===== config.mk =====
export PLATFORM = sky130hd
export DESIGN_NAME = mem_port_arbiter_flat
export DESIGN_NICKNAME = d
export VERILOG_FILES = /design/src/rtl/mem_port_arbiter_if.sv /design/src/rtl/mem_port_arbiter.sv /design/src/flat_wrapper.sv
export SDC_FILE = /design/constraint.sdc
export NUM_CORES = 1
export LEC_CHECK = 0
export ABC_AREA = 1
export CORE_ASPECT_RATIO = 1.2
export CORE_UTILIZATION = 43
export DETAILED_ROUTE_END_ITERATION = 16
export PLACE_DENSITY = 0.88
export SYNTH_ARGS = -nofsm -noshare
export SYNTH_HDL_FRONTEND = slang
export SYNTH_SLANG_ARGS = --single-unit

===== constraint.sdc =====
create_clock -name clk -period 4.5 [get_ports clk]
set_clock_uncertainty 0.05 [all_clocks]
set_input_delay 1.35 -clock clk [delete_from_list [all_inputs] [get_ports clk]]
set_output_delay 1.35 -clock clk [all_outputs]
set_load 0.01 [all_outputs]

===== src/rtl/mem_port_arbiter_if.sv =====
// ============================================================================
// Module   : mem_port_arbiter_if
// Purpose  : Fetch, load/store and Avalon-style bus signals of the port arbiter
// Revision : 1.0
// ============================================================================
`default_nettype none

interface mem_port_arbiter_if;
  logic        i_req;
  logic [31:0] i_addr;
  logic [31:0] i_rdata;
  logic        i_valid;
  logic        i_err;
  logic        d_read;
  logic        d_write;
  logic [31:0] d_addr;
  logic [31:0] d_wdata;
  logic [3:0]  d_byteen;
  logic [31:0] d_rdata;
  logic        d_done;
  logic        m_read;
  logic        m_write;
  logic [31:0] m_addr;
  logic [31:0] m_wdata;
  logic [3:0]  m_byteen;
  logic        m_waitrequest;
  logic [31:0] m_rdata;
  logic [31:0] boot_addr;

  // The arbiter masters the memory bus and answers both pipeline requesters.
  modport master (
    input  i_req, i_addr, d_read, d_write, d_addr, d_wdata, d_byteen,
    input  m_waitrequest, m_rdata,
    output i_rdata, i_valid, i_err, d_rdata, d_done,
    output m_read, m_write, m_addr, m_wdata, m_byteen, boot_addr
  );

  modport slave (
    output i_req, i_addr, d_read, d_write, d_addr, d_wdata, d_byteen,
    output m_waitrequest, m_rdata,
    input  i_rdata, i_valid, i_err, d_rdata, d_done,
    input  m_read, m_write, m_addr, m_wdata, m_byteen, boot_addr
  );
endinterface

`default_nettype wire


===== src/rtl/mem_port_arbiter.sv =====
// ============================================================================
// Module   : mem_port_arbiter
// Purpose  : Shares one waitrequest memory port between fetch and load/store
// Revision : 1.0
// ============================================================================
`default_nettype none

module mem_port_arbiter #(
  parameter logic [31:0] RESET_VECTOR = 32'hBFC00000,
  parameter int unsigned STARVE_LIMIT = 4
) (
  input  logic              clk,
  input  logic              rst_n,
  mem_port_arbiter_if.master bus
);

  localparam int unsigned           c_cnt_w      = $clog2(STARVE_LIMIT + 1);
  localparam logic [c_cnt_w-1:0]    c_starve_max = c_cnt_w'(STARVE_LIMIT);

  typedef enum logic [1:0] {
    IDLE  = 2'd0,
    FETCH = 2'd1,
    DATA  = 2'd2,
    RESP  = 2'd3
  } state_t;

  state_t               state_q;
  logic [c_cnt_w-1:0]   starve_q;
  logic                 m_read_q;
  logic                 m_write_q;
  logic [31:0]          m_addr_q;
  logic [31:0]          m_wdata_q;
  logic [3:0]           m_byteen_q;
  logic [31:0]          i_rdata_q;
  logic [31:0]          d_rdata_q;
  logic                 i_valid_q;
  logic                 i_err_q;
  logic                 d_done_q;

  logic w_i_req;
  logic w_d_req;
  logic w_grant_data;
  logic w_fetch_ok;
  logic w_unused;

  // A fetch still held during its own i_err pulse is not a fresh request.
  assign w_i_req      = bus.i_req & ~i_err_q;
  assign w_d_req      = bus.d_read | bus.d_write;
  assign w_grant_data = w_d_req & ((starve_q < c_starve_max) | ~w_i_req);
  assign w_fetch_ok   = w_i_req & (bus.i_addr[1:0] == 2'b00);
  assign w_unused     = &{1'b0, bus.d_addr[1:0]};

  always_ff @(posedge clk or negedge rst_n) begin
    if (!rst_n) begin
      state_q    <= IDLE;
      starve_q   <= '0;
      m_read_q   <= 1'b0;
      m_write_q  <= 1'b0;
      m_addr_q   <= '0;
      m_wdata_q  <= '0;
      m_byteen_q <= '0;
      i_rdata_q  <= '0;
      d_rdata_q  <= '0;
      i_valid_q  <= 1'b0;
      i_err_q    <= 1'b0;
      d_done_q   <= 1'b0;
    end else begin
      i_valid_q <= 1'b0;
      i_err_q   <= 1'b0;
      d_done_q  <= 1'b0;
      case (state_q)
        IDLE: begin
          if (!w_i_req) begin
            starve_q <= '0;
          end
          if (w_grant_data) begin
            state_q    <= DATA;
            m_addr_q   <= {bus.d_addr[31:2], 2'b00};
            m_byteen_q <= bus.d_byteen;
            if (bus.d_write) begin
              m_write_q <= 1'b1;
              m_wdata_q <= bus.d_wdata;
            end else begin
              m_read_q  <= 1'b1;
            end
            if (w_i_req && (starve_q < c_starve_max)) begin
              starve_q <= starve_q + c_cnt_w'(1);
            end
          end else if (w_fetch_ok) begin
            state_q    <= FETCH;
            m_read_q   <= 1'b1;
            m_addr_q   <= {bus.i_addr[31:2], 2'b00};
            m_byteen_q <= 4'hF;
            starve_q   <= '0;
          end else if (w_i_req) begin
            i_err_q  <= 1'b1;
            starve_q <= '0;
          end
        end
        FETCH, DATA: begin
          // Completion pulse is raised at accept so it lands in the RESP cycle.
          if (!bus.m_waitrequest) begin
            m_read_q  <= 1'b0;
            m_write_q <= 1'b0;
            state_q   <= RESP;
            if (state_q == FETCH) begin
              i_rdata_q <= bus.m_rdata;
              i_valid_q <= 1'b1;
            end else begin
              if (!m_write_q) begin
                d_rdata_q <= bus.m_rdata;
              end
              d_done_q <= 1'b1;
            end
          end
        end
        RESP:    state_q <= IDLE;
        default: state_q <= IDLE;
      endcase
    end
  end

  assign bus.m_read    = m_read_q;
  assign bus.m_write   = m_write_q;
  assign bus.m_addr    = m_addr_q;
  assign bus.m_wdata   = m_wdata_q;
  assign bus.m_byteen  = m_byteen_q;
  assign bus.i_rdata   = i_rdata_q;
  assign bus.i_valid   = i_valid_q;
  assign bus.i_err     = i_err_q;
  assign bus.d_rdata   = d_rdata_q;
  assign bus.d_done    = d_done_q;
  assign bus.boot_addr = RESET_VECTOR;

endmodule

`default_nettype wire


===== src/flat_wrapper.sv =====
// flat-port wrapper written by rule: the top's interface ports become plain ports
module mem_port_arbiter_flat 
#(
  parameter logic [31:0] RESET_VECTOR = 32'hBFC00000,
  parameter int unsigned STARVE_LIMIT = 4
)
  (clk, rst_n, bus_i_req, bus_i_addr, bus_d_read, bus_d_write, bus_d_addr, bus_d_wdata, bus_d_byteen, bus_m_waitrequest, bus_m_rdata, bus_i_rdata, bus_i_valid, bus_i_err, bus_d_rdata, bus_d_done, bus_m_read, bus_m_write, bus_m_addr, bus_m_wdata, bus_m_byteen, bus_boot_addr);
  mem_port_arbiter_if bus_i ();
  input  logic clk;
  input  logic rst_n;
  input wire logic [$bits(bus_i.i_req)-1:0] bus_i_req;
  input wire logic [$bits(bus_i.i_addr)-1:0] bus_i_addr;
  input wire logic [$bits(bus_i.d_read)-1:0] bus_d_read;
  input wire logic [$bits(bus_i.d_write)-1:0] bus_d_write;
  input wire logic [$bits(bus_i.d_addr)-1:0] bus_d_addr;
  input wire logic [$bits(bus_i.d_wdata)-1:0] bus_d_wdata;
  input wire logic [$bits(bus_i.d_byteen)-1:0] bus_d_byteen;
  input wire logic [$bits(bus_i.m_waitrequest)-1:0] bus_m_waitrequest;
  input wire logic [$bits(bus_i.m_rdata)-1:0] bus_m_rdata;
  output wire logic [$bits(bus_i.i_rdata)-1:0] bus_i_rdata;
  output wire logic [$bits(bus_i.i_valid)-1:0] bus_i_valid;
  output wire logic [$bits(bus_i.i_err)-1:0] bus_i_err;
  output wire logic [$bits(bus_i.d_rdata)-1:0] bus_d_rdata;
  output wire logic [$bits(bus_i.d_done)-1:0] bus_d_done;
  output wire logic [$bits(bus_i.m_read)-1:0] bus_m_read;
  output wire logic [$bits(bus_i.m_write)-1:0] bus_m_write;
  output wire logic [$bits(bus_i.m_addr)-1:0] bus_m_addr;
  output wire logic [$bits(bus_i.m_wdata)-1:0] bus_m_wdata;
  output wire logic [$bits(bus_i.m_byteen)-1:0] bus_m_byteen;
  output wire logic [$bits(bus_i.boot_addr)-1:0] bus_boot_addr;
  assign bus_i.i_req = bus_i_req;
  assign bus_i.i_addr = bus_i_addr;
  assign bus_i.d_read = bus_d_read;
  assign bus_i.d_write = bus_d_write;
  assign bus_i.d_addr = bus_d_addr;
  assign bus_i.d_wdata = bus_d_wdata;
  assign bus_i.d_byteen = bus_d_byteen;
  assign bus_i.m_waitrequest = bus_m_waitrequest;
  assign bus_i.m_rdata = bus_m_rdata;
  assign bus_i_rdata = bus_i.i_rdata;
  assign bus_i_valid = bus_i.i_valid;
  assign bus_i_err = bus_i.i_err;
  assign bus_d_rdata = bus_i.d_rdata;
  assign bus_d_done = bus_i.d_done;
  assign bus_m_read = bus_i.m_read;
  assign bus_m_write = bus_i.m_write;
  assign bus_m_addr = bus_i.m_addr;
  assign bus_m_wdata = bus_i.m_wdata;
  assign bus_m_byteen = bus_i.m_byteen;
  assign bus_boot_addr = bus_i.boot_addr;
  mem_port_arbiter #(.RESET_VECTOR(RESET_VECTOR), .STARVE_LIMIT(STARVE_LIMIT)) u_core (.clk(clk), .rst_n(rst_n), .bus(bus_i));
endmodule

==> flow_metrics.env, run 1 <==
export IMPL_min_path_cells=2
export IMPL_ctsLongestPathBuffers=2
export IMPL_yosys_area_top_type="dfrtp_1"
export IMPL_status="finished clean"
export IMPL_grt_pass1_vias=5058
export IMPL_dr_pass1_iters=4
export IMPL_vdd_ir_drop_worst_mv=0.3671
export IMPL_numPortBuffers=270
export IMPL_cts_tree="built"
export IMPL_grt_usage_pct=21.70
export IMPL_syn_instance_count=654
export IMPL_post_place_ws_ns=1.011
export IMPL_slew_violations=0
export IMPL_yosysMostFrequentCell="nand2_1"
export IMPL_timing_reg2reg_setup_slack_ns=2.14
export IMPL_layout_nets=1059
export IMPL_setup_ws_ns=1.441
export IMPL_cp_data_required_time_ns=4.76
export IMPL_start_util_pct=44.00
export IMPL_total_power_uw=6506
export IMPL_ys_warn_count=0
export IMPL_die_x_um=110.6
export IMPL_core_sq_mm=0.01382
export IMPL_num_rows=47
export IMPL_syn_area_per_cell_sq_um=9.298
export IMPL_ys_ff_latch=140
export IMPL_cts_setup_buffers=0
export IMPL_ys_top_cells_by_count="202 x nand2_1, 140 x dfrtp_1, 98 x o21ai_0"
export IMPL_arrival_ns=3.32
export IMPL_via_per_inst=4.587
export IMPL_min_to="u_core.bus.i_rdata[11]$_DFFE_PN0P_"
export IMPL_first_iter_violations=169
export IMPL_antenna_found_initial=0
export IMPL_post_route_drc_count=0
export IMPL_layout_drive_gt1_share_pct=7.551
export IMPL_hold_violations=0
export IMPL_layout_min_cycle_time_ns=3.059
export IMPL_cts_sinks=140
export IMPL_cap_viol_max_count=0
export IMPL_path_delay_family="buffers and inverters"
export IMPL_area_growth_pct=55.02
export IMPL_tns_ns=0
export IMPL_clkTransAtPathRegs_ns=0.06
export IMPL_synth_edf_count=0
export IMPL_p_leak_uw=0.004473
export IMPL_async_flop_share_pct=100.0
export IMPL_slew_headroom_pct=29.55
export IMPL_synth_cell_types=25
export IMPL_die_area_sq_mm=0.01462
export IMPL_critical_path_cell_chain="clkdlybuf4s50_1, nand3_1, nand2_2, inv_1, nand2_1, nand2_1, nand2_1, o21ai_0"
export IMPL_tightest_slew_ns=1.053
export IMPL_routed_wl_mm=15.51
export IMPL_cts_hold_buf=0
export IMPL_hpwl_mm=11.39
export IMPL_reg2reg_depth=7
export IMPL_path_buf_inv=2
export IMPL_drtAntennaViolNets=0
export IMPL_ios=307
export IMPL_fmax_ghz=0.3269
export IMPL_crit_slowest_cell="inv_1"
export IMPL_num_fill_cells=1081
export IMPL_slowest_delay_ns=0.69
export IMPL_place_congestion=0.7607
export IMPL_power_density_mw_per_mm2=690.2
export IMPL_diodes=0
export IMPL_hold_class="register to register"
export IMPL_avgRoutedWirePerCell_um=14.13
export IMPL_htree_levels=4
export IMPL_setup_viol=0
export IMPL_grt_start_max_net_pins=78
export IMPL_crit_type="input pin to register"
export IMPL_rsz0062_at_grt="no"
export IMPL_timing_rr_start="u_core.state_q[0]$_DFFE_PN0P_"
export IMPL_min_period_over_period_pct=67.98
export IMPL_grt_pass1_wl_mm=25.07
export IMPL_cts_buffers=17
export IMPL_root_buffer="clkbuf_16"
export IMPL_cpMostUsedCell="nand2_1"
export IMPL_cts_repair_resized=0
export IMPL_rr_endpoint="u_core.bus.i_rdata[10]$_DFFE_PN0P_"
export IMPL_critPathLaunchType="input pin"
export IMPL_min_from="u_core.bus.i_rdata[11]$_DFFE_PN0P_"
export IMPL_dieHeight_um=132.3
export IMPL_synth_area_leaders="dfrtp_1 58%, nand2_1 12%, o21ai_0 8.1%, mux2_2 5.6%, buf_4 5.1%"
export IMPL_synth_top_area_share_pct=57.61
export IMPL_ys_flop_type="dfrtp_1"
export IMPL_path_max_fanout=31
export IMPL_netlist_area_sq_mm=0.006081
export IMPL_grt_overflow=0
export IMPL_ys_seq_area_share_pct=57.61
export IMPL_end_kind="register"
export IMPL_route_vias_total=5036
export IMPL_clk_latency_ns=0.40
-- sequential cells by signal, indices dropped and copies added, names as in the netlist, 2 cells and up --
register / count
u_core.bus.d_rdata: 32
u_core.bus.i_rdata: 32
u_core.bus.m_addr: 30
u_core.bus.m_byteen: 4
u_core.bus.m_wdata: 32
u_core.starve_q: 3
u_core.state_q: 2
-- tightest hold or removal path, delay by kind of cell (launching register included) --
| family | cells | cell delay [ns] |
|---|---|---|
| and+or+nand+nor | 1 | 0.05 |
| AOI/OAI and AO/OA | 1 | 0.06 |
| DFF | 1 | 0.34 |
-- metal layers --
metal	GRT usage, %	vias to the layer above	wire [um]
li1	-	2490	-
met3	7.954	14	1430
met5	0	-	0
met1	25.63	2326	6211
met2	36.40	206	7603
met4	7.556	0	264
-- area by class of cell --
cell class / instances / area [sq um] / area share (%)
clock buffers: 17 / 425.4 / 4.513
clock inverters: 13 / 262.8 / 2.787
inverters: 75 / 281.5 / 2.986
multi-input cells: 409 / 2001 / 21.22
flip-flops and latches: 140 / 3503 / 37.16
well taps: 171 / 214.0 / 2.270
repair buffers: 273 / 2739 / 29.05
-- cell families after synthesis --
group / after synthesis / synth area share [%]
AOI/OAI and AO/OA: 104 / 8.807
adders and majority gates: 5 / 1.029
buffers and inverters: 137 / 11.54
DFF: 140 / 57.61
muxes: 33 / 6.090
other: 2 / 0.1235
and+or+nand+nor: 233 / 14.79
-- stage by stage --
step                      instances  hold slack (ns)  cell area [sq um]  utilization, %
after floorplan                 686           0.4138               6201               -
after global placement         1068           0.4120               8738           63.23
after detailed placement       1068           0.4218               8738           63.23
after CTS                      1098           0.4364               9427           68.21
after global routing           1098           0.4594               9427           68.21
final                          1098           0.4302               9427           68.21
-- how the worst max path moves through the flow --
| stage | startpoint | to | slack (ns) | cells past startpoint |
|---|---|---|---|---|
| after floorplan | bus_i_req | u_core.bus.m_wdata[10]$_DFFE_PN0P_ | 2.17 | 4 |
| after global placement | bus_i_req | u_core.bus.m_addr[14]$_DFFE_PN0P_ | 1.05 | 8 |
| after detailed placement | bus_i_req | u_core.bus.m_addr[10]$_DFFE_PN0P_ | 1.01 | 8 |
| after CTS | bus_i_req | u_core.bus.m_addr[10]$_DFFE_PN0P_ | 1.43 | 8 |
| after global routing | bus_d_write | u_core.bus.m_addr[14]$_DFFE_PN0P_ | 1.23 | 9 |
| final | bus_i_req | u_core.bus.m_addr[10]$_DFFE_PN0P_ | 1.44 | 8 |
-- cells in the final DEF (no fill, tap or decap), types with 2 or more instances in the layout --
cell type        netlist  routed
clkinv_4               0       2
ha_1                   5       5
inv_1                 75      75
buf_4                 41       2
o21ai_0               98      98
mux2_2                30      30
conb_1                 2      34
nor2_1                19      19
dfrtp_1              140     140
a21oi_1                3       3
mux2_1                 2       2
clkdlybuf4s50_1        0     269
nand3_1                6       6
nand2_1              202     200
inv_6                  0       4
bufinv_16              0       7
nand2_2                2       4
clkbuf_16              0      17
-- where the power goes --
part | switching (uW) | internal (uW)
logic | 1240 | 1460
registers | 311 | 1850
clock network | 541 | 1100
(Power assumes the default switching activity.)
==> run 2, diff against run 1 <==
--- a/config.mk
+++ b/config.mk
@@ -7,9 +7,9 @@
 export LEC_CHECK = 0
 export ABC_AREA = 1
 export CORE_ASPECT_RATIO = 1.2
-export CORE_UTILIZATION = 43
+export CORE_UTILIZATION = 36
 export DETAILED_ROUTE_END_ITERATION = 16
-export PLACE_DENSITY = 0.88
+export PLACE_DENSITY = 0.79
 export SYNTH_ARGS = -nofsm -noshare
 export SYNTH_HDL_FRONTEND = slang
 export SYNTH_SLANG_ARGS = --single-unit
==> constraint.sdc (replaced) <==
create_clock -name clk -period 2.8 [get_ports clk]
set_clock_uncertainty 0.05 [all_clocks]
set_input_delay 0.84 -clock clk [delete_from_list [all_inputs] [get_ports clk]]
set_output_delay 0.84 -clock clk [all_outputs]
set_load 0.01 [all_outputs]
==> flow_metrics.env, run 2 (synthesis gave the netlist of run 1 again) <==
export IMPL_cts_buffers=17
export IMPL_ios=307
export IMPL_final_common_cell="clkdlybuf4s50_1"
export IMPL_drtAntennaViolNets=0
export IMPL_layout_drive_gt1_share_pct=8.324
export IMPL_setup_ws_ns=0.5001
export IMPL_num_rows=51
export IMPL_vdd_ir_drop_worst_mv=0.4964
export IMPL_final_cell_mix="269 x clkdlybuf4s50_1, 200 x nand2_1, 140 x dfrtp_1"
export IMPL_cts_repair_resized=0
export IMPL_end_kind="output port"
export IMPL_htree_levels=4
export IMPL_start_util_pct=37.08
export IMPL_layout_nets=1067
export IMPL_hold_class="input pin to asynchronous set/reset pin"
export IMPL_globalRouteMet2Util_pct=31.46
export IMPL_path_delay_family="buffers and inverters"
export IMPL_layout_min_cycle_time_ns=2.300
export IMPL_slew_violations=0
export IMPL_path_max_fanout=2
export IMPL_critPathLaunchType="register"
export IMPL_p_switching_uw=3438
export IMPL_cp_data_required_time_ns=1.91
export IMPL_place_congestion=0.7739
export IMPL_cts_sinks=140
export IMPL_met3_usage_pct=7.532
export IMPL_via_per_inst=4.386
export IMPL_path_buf_inv=1
export IMPL_dieHeight_um=144.4
export IMPL_area_growth_pct=55.49
export IMPL_root_buffer="clkbuf_16"
export IMPL_arrival_ns=1.41
export IMPL_status="finished clean"
export IMPL_post_route_drc_count=0
export IMPL_crit_type="register to output port"
export IMPL_internal_power_uw=6566
export IMPL_power_density_mw_per_mm2=1058
export IMPL_hold_violations=0
export IMPL_grt_overflow=0
export IMPL_dr_pass1_iters=4
export IMPL_critical_path_cell_chain="clkdlybuf4s50_1"
export IMPL_slowest_delay_ns=0.58
export IMPL_cap_viol_max_count=0
export IMPL_ctsLongestPathBuffers=2
export IMPL_tns_ns=0
export IMPL_routed_wl_mm=15.97
export IMPL_cts_hold_buf=0
export IMPL_grt_start_max_net_pins=66
export IMPL_fmax_ghz=0.4348
export IMPL_die_area_sq_mm=0.01742
export IMPL_clkTransAtPathRegs_ns=0.06
export IMPL_avgRoutedWirePerCell_um=13.89
export IMPL_grt_usage_pct=18.40
export IMPL_rsz0062_at_grt="no"
export IMPL_grt_pass1_vias=4832
export IMPL_crit_slowest_cell="clkdlybuf4s50_1"
export IMPL_core_sq_mm=0.01640
export IMPL_post_place_ws_ns=0.2975
export IMPL_hpwl_mm=11.68
export IMPL_diodes=0
export IMPL_met1_usage_pct=20.82
export IMPL_die_x_um=120.6
export IMPL_clkPwrFrac_pct=20.7
export IMPL_first_iter_violations=222
export IMPL_grt_pass1_wl_mm=24.38
export IMPL_num_fill_cells=1449
export IMPL_route_vias_total=5039
export IMPL_p_leak_uw=0.004450
export IMPL_cts_tree="built"
export IMPL_clk_latency_ns=0.41
export IMPL_busiest_layer="met2"
export IMPL_numPortBuffers=270
export IMPL_min_period_over_period_pct=82.14
export IMPL_antenna_found_initial=1
export IMPL_setup_viol=0
export IMPL_cts_setup_buffers=0
export IMPL_switching_share_pct=34.37
export IMPL_p_comb_share_pct=44.5
export IMPL_seqPwrFrac_pct=34.8
-- run 2: final timing paths --
path | end | from | cells after the start | slack (ns)
setup / recovery | bus_d_rdata[15] | u_core.bus.d_rdata[15]$_DFFE_PN0P_ | 1 | 0.50
hold / removal | u_core.bus.d_rdata[10]$_DFFE_PN0P_ | rst_n | 1 | 0.29
setup reg to reg | u_core.bus.m_addr[31]$_DFFE_PN0P_ | u_core.state_q[0]$_DFFE_PN0P_ | 7 | 0.96
hold reg to reg | u_core.bus.m_read$_DFFE_PN0P_ | u_core.bus.m_read$_DFFE_PN0P_ | 2 | 0.42
max in group asynchronous | u_core.bus.m_addr[2]$_DFFE_PN0P_ | rst_n | 2 | 1.78
min in group clk | u_core.bus.m_read$_DFFE_PN0P_ | u_core.bus.m_read$_DFFE_PN0P_ | 2 | 0.42
-- run 2: metal layers --
metal,vias up,wire length (um)
met3,13,1616
met2,227,7725
li1,2507,-
met1,2290,6413
met4,2,195
met5,-,12
-- run 2: per-stage QoR --
| stage | std cells | total power, uW | utilization (%) | instance area, sq um | hold WS [ns] |
|---|---|---|---|---|---|
| 2_1_floorplan | 686 | 5489 | - | 6201 | 0.4138 |
| 3_5_place_dp | 1117 | 8011 | 54.35 | 8912 | 0.4150 |
| 4_1_cts | 1149 | 10140 | 57.66 | 9455 | 0.2932 |
| 6_report | 1149 | 10000 | 57.66 | 9455 | 0.2877 |
| 3_3_place_gp | 1117 | 7876 | 54.35 | 8912 | 0.4119 |
| 5_1_grt | 1149 | 10720 | 57.66 | 9455 | 0.3070 |
-- run 2: area by class of cell --
cell class | count | area (sq um) | share of cell area, %
Tap cell | 212 | 265.3 | 2.805
Sequential cell | 140 | 3503 | 37.05
Inverter | 75 | 281.5 | 2.977
Clock buffer | 19 | 432.9 | 4.579
Timing Repair Buffer | 281 | 2861 | 30.26
Multi-Input combinational cell | 409 | 2001 | 21.16
Clock inverter | 13 | 110.1 | 1.164
-- run 2: power groups by stage --
stage	Combinational (uW)	Clock [uW]	Sequential, uW
CTS	4530	2130	3490
global route	4900	2230	3600
finish	4450	2070	3480
floorplan	1600	0	3890
global placement	4420	0	3460
detailed placement	4510	0	3500
==> run 3, diff against run 2 <==
--- a/config.mk
+++ b/config.mk
@@ -7,9 +7,9 @@
 export LEC_CHECK = 0
 export ABC_AREA = 1
 export CORE_ASPECT_RATIO = 1.2
-export CORE_UTILIZATION = 36
+export CORE_UTILIZATION = 40
 export DETAILED_ROUTE_END_ITERATION = 16
-export PLACE_DENSITY = 0.79
+export PLACE_DENSITY = 0.83
 export SYNTH_ARGS = -nofsm -noshare
 export SYNTH_HDL_FRONTEND = slang
 export SYNTH_SLANG_ARGS = --single-unit
==> constraint.sdc (replaced) <==
create_clock -name clk -period 2.3 [get_ports clk]
set_clock_uncertainty 0.05 [all_clocks]
set_input_delay 0.69 -clock clk [delete_from_list [all_inputs] [get_ports clk]]
set_output_delay 0.69 -clock clk [all_outputs]
set_load 0.01 [all_outputs]
==> flow_metrics.env, run 3 (synthesis gave the netlist of run 1 again) <==
export IMPL_final_cell_mix="269 x clkdlybuf4s50_1, 200 x nand2_1, 140 x dfrtp_1"
export IMPL_dr_wl_met2_mm=7.967
export IMPL_area_growth_pct=56.38
export IMPL_dr_pass1_iters=5
export IMPL_layout_min_cycle_time_ns=2.100
export IMPL_drtAntennaViolNets=0
export IMPL_hpwl_mm=11.70
export IMPL_path_max_fanout=3
export IMPL_start_util_pct=40.82
export IMPL_crit_slowest_cell="clkdlybuf4s50_1"
export IMPL_status="finished clean"
export IMPL_end_kind="output port"
export IMPL_grt_pass1_wl_mm=24.58
export IMPL_highest_layer="met4"
export IMPL_htree_levels=4
export IMPL_clk_latency_ns=0.41
export IMPL_ios=307
export IMPL_slew_violations=0
export IMPL_cts_hold_buf=0
export IMPL_rsz0062_at_grt="no"
export IMPL_antenna_found_initial=0
export IMPL_layout_drive_gt1_share_pct=8.635
export IMPL_vdd_ir_drop_worst_mv=0.7497
export IMPL_path_delay_family="buffers and inverters"
export IMPL_fin_cells=1142
export IMPL_grt_overflow=0
export IMPL_p_leak_uw=0.004490
export IMPL_cts_tree="built"
export IMPL_final_common_cell="clkdlybuf4s50_1"
export IMPL_dieHeight_um=137.1
export IMPL_cap_viol_max_count=0
export IMPL_setup_viol=0
export IMPL_grt_pass1_vias=5089
export IMPL_layout_nets=1068
export IMPL_hold_class="input pin to asynchronous set/reset pin"
export IMPL_post_route_drc_count=0
export IMPL_drt_met1_wl_mm=5.987
export IMPL_grt_start_max_net_pins=66
export IMPL_core_sq_mm=0.01490
export IMPL_place_congestion=0.7678
export IMPL_avgRoutedWirePerCell_um=13.94
export IMPL_fmax_ghz=0.4762
export IMPL_power_density_mw_per_mm2=1296
export IMPL_arrival_ns=1.36
export IMPL_crit_type="register to output port"
export IMPL_cts_setup_buffers=0
export IMPL_critical_path_cell_chain="clkdlybuf4s50_1"
export IMPL_route_vias_total=5091
export IMPL_diodes=0
export IMPL_cts_repair_resized=0
export IMPL_path_buf_inv=1
export IMPL_numPortBuffers=270
export IMPL_die_area_sq_mm=0.01570
export IMPL_hold_violations=0
export IMPL_place_inst=1110
export IMPL_root_buffer="clkbuf_16"
export IMPL_grt_usage_pct=20.39
export IMPL_via_per_inst=4.458
export IMPL_dr_wl_met3_mm=1.705
export IMPL_holdWs_ns=0.1323
export IMPL_min_period_over_period_pct=91.31
export IMPL_ctsLongestPathBuffers=2
export IMPL_slowest_delay_ns=0.59
export IMPL_critPathLaunchType="register"
export IMPL_first_iter_violations=192
export IMPL_clkTransAtPathRegs_ns=0.06
export IMPL_fin_util_pct=63.83
export IMPL_die_x_um=114.6
export IMPL_num_rows=49
export IMPL_cp_data_required_time_ns=1.56
export IMPL_cts_buffers=17
export IMPL_cts_sinks=140
export IMPL_routed_wl_mm=15.92
## run 3: final timing paths
kind                            cells past startpoint  slack (ns)                           start                           endpoint
min in group clk                                    2        0.43   u_core.bus.m_read$_DFFE_PN0P_      u_core.bus.m_read$_DFFE_PN0P_
worst min register to register                      2        0.43   u_core.bus.m_read$_DFFE_PN0P_      u_core.bus.m_read$_DFFE_PN0P_
worst max-delay path                                1        0.20  u_core.bus.m_write$_DFFE_PN0P_                        bus_m_write
max in group asynchronous                           2        1.46                           rst_n  u_core.bus.m_addr[24]$_DFFE_PN0P_
worst max register to register                      7        0.51   u_core.state_q[1]$_DFFE_PN0P_  u_core.bus.m_addr[12]$_DFFE_PN0P_
worst min-delay path                                1        0.13                           rst_n  u_core.bus.i_rdata[0]$_DFFE_PN0P_
## run 3: final cells by class
class | instances | area, sq um
Inverter | 75 | 281.5
Multi-Input combinational cell | 409 | 2001
Sequential cell | 140 | 3503
Clock buffer | 18 | 439.2
Tap cell | 204 | 255.2
Fill cell | 1224 | 5389
Clock inverter | 14 | 135.1
Timing Repair Buffer | 282 | 2894
## run 3: layer usage
layer / vias to the layer above / track usage [%]
met1: 2338 / 21.10
met4: 0 / 6.999
met5: - / 0
met2: 224 / 36.60
met3: 20 / 8.902
li1: 2509 / -
## run 3: where the power goes
group	switching (uW)	internal, uW
Combinational	2470	2990
Sequential	605	3620
Clock	1100	1540
## run 3: through the flow
stage	setup TNS [ns]	area [sq um]	worst slack (ns)	total power (uW)
6_report	0	9509	0.1999	12320
5_1_grt	0	9509	0.1223	13130
4_1_cts	0	9509	0.1513	12480
3_5_place_dp	-0.03462	8935	-0.03462	9762
3_3_place_gp	0	8935	0.03190	9571
2_1_floorplan	0	6201	0.6255	6683
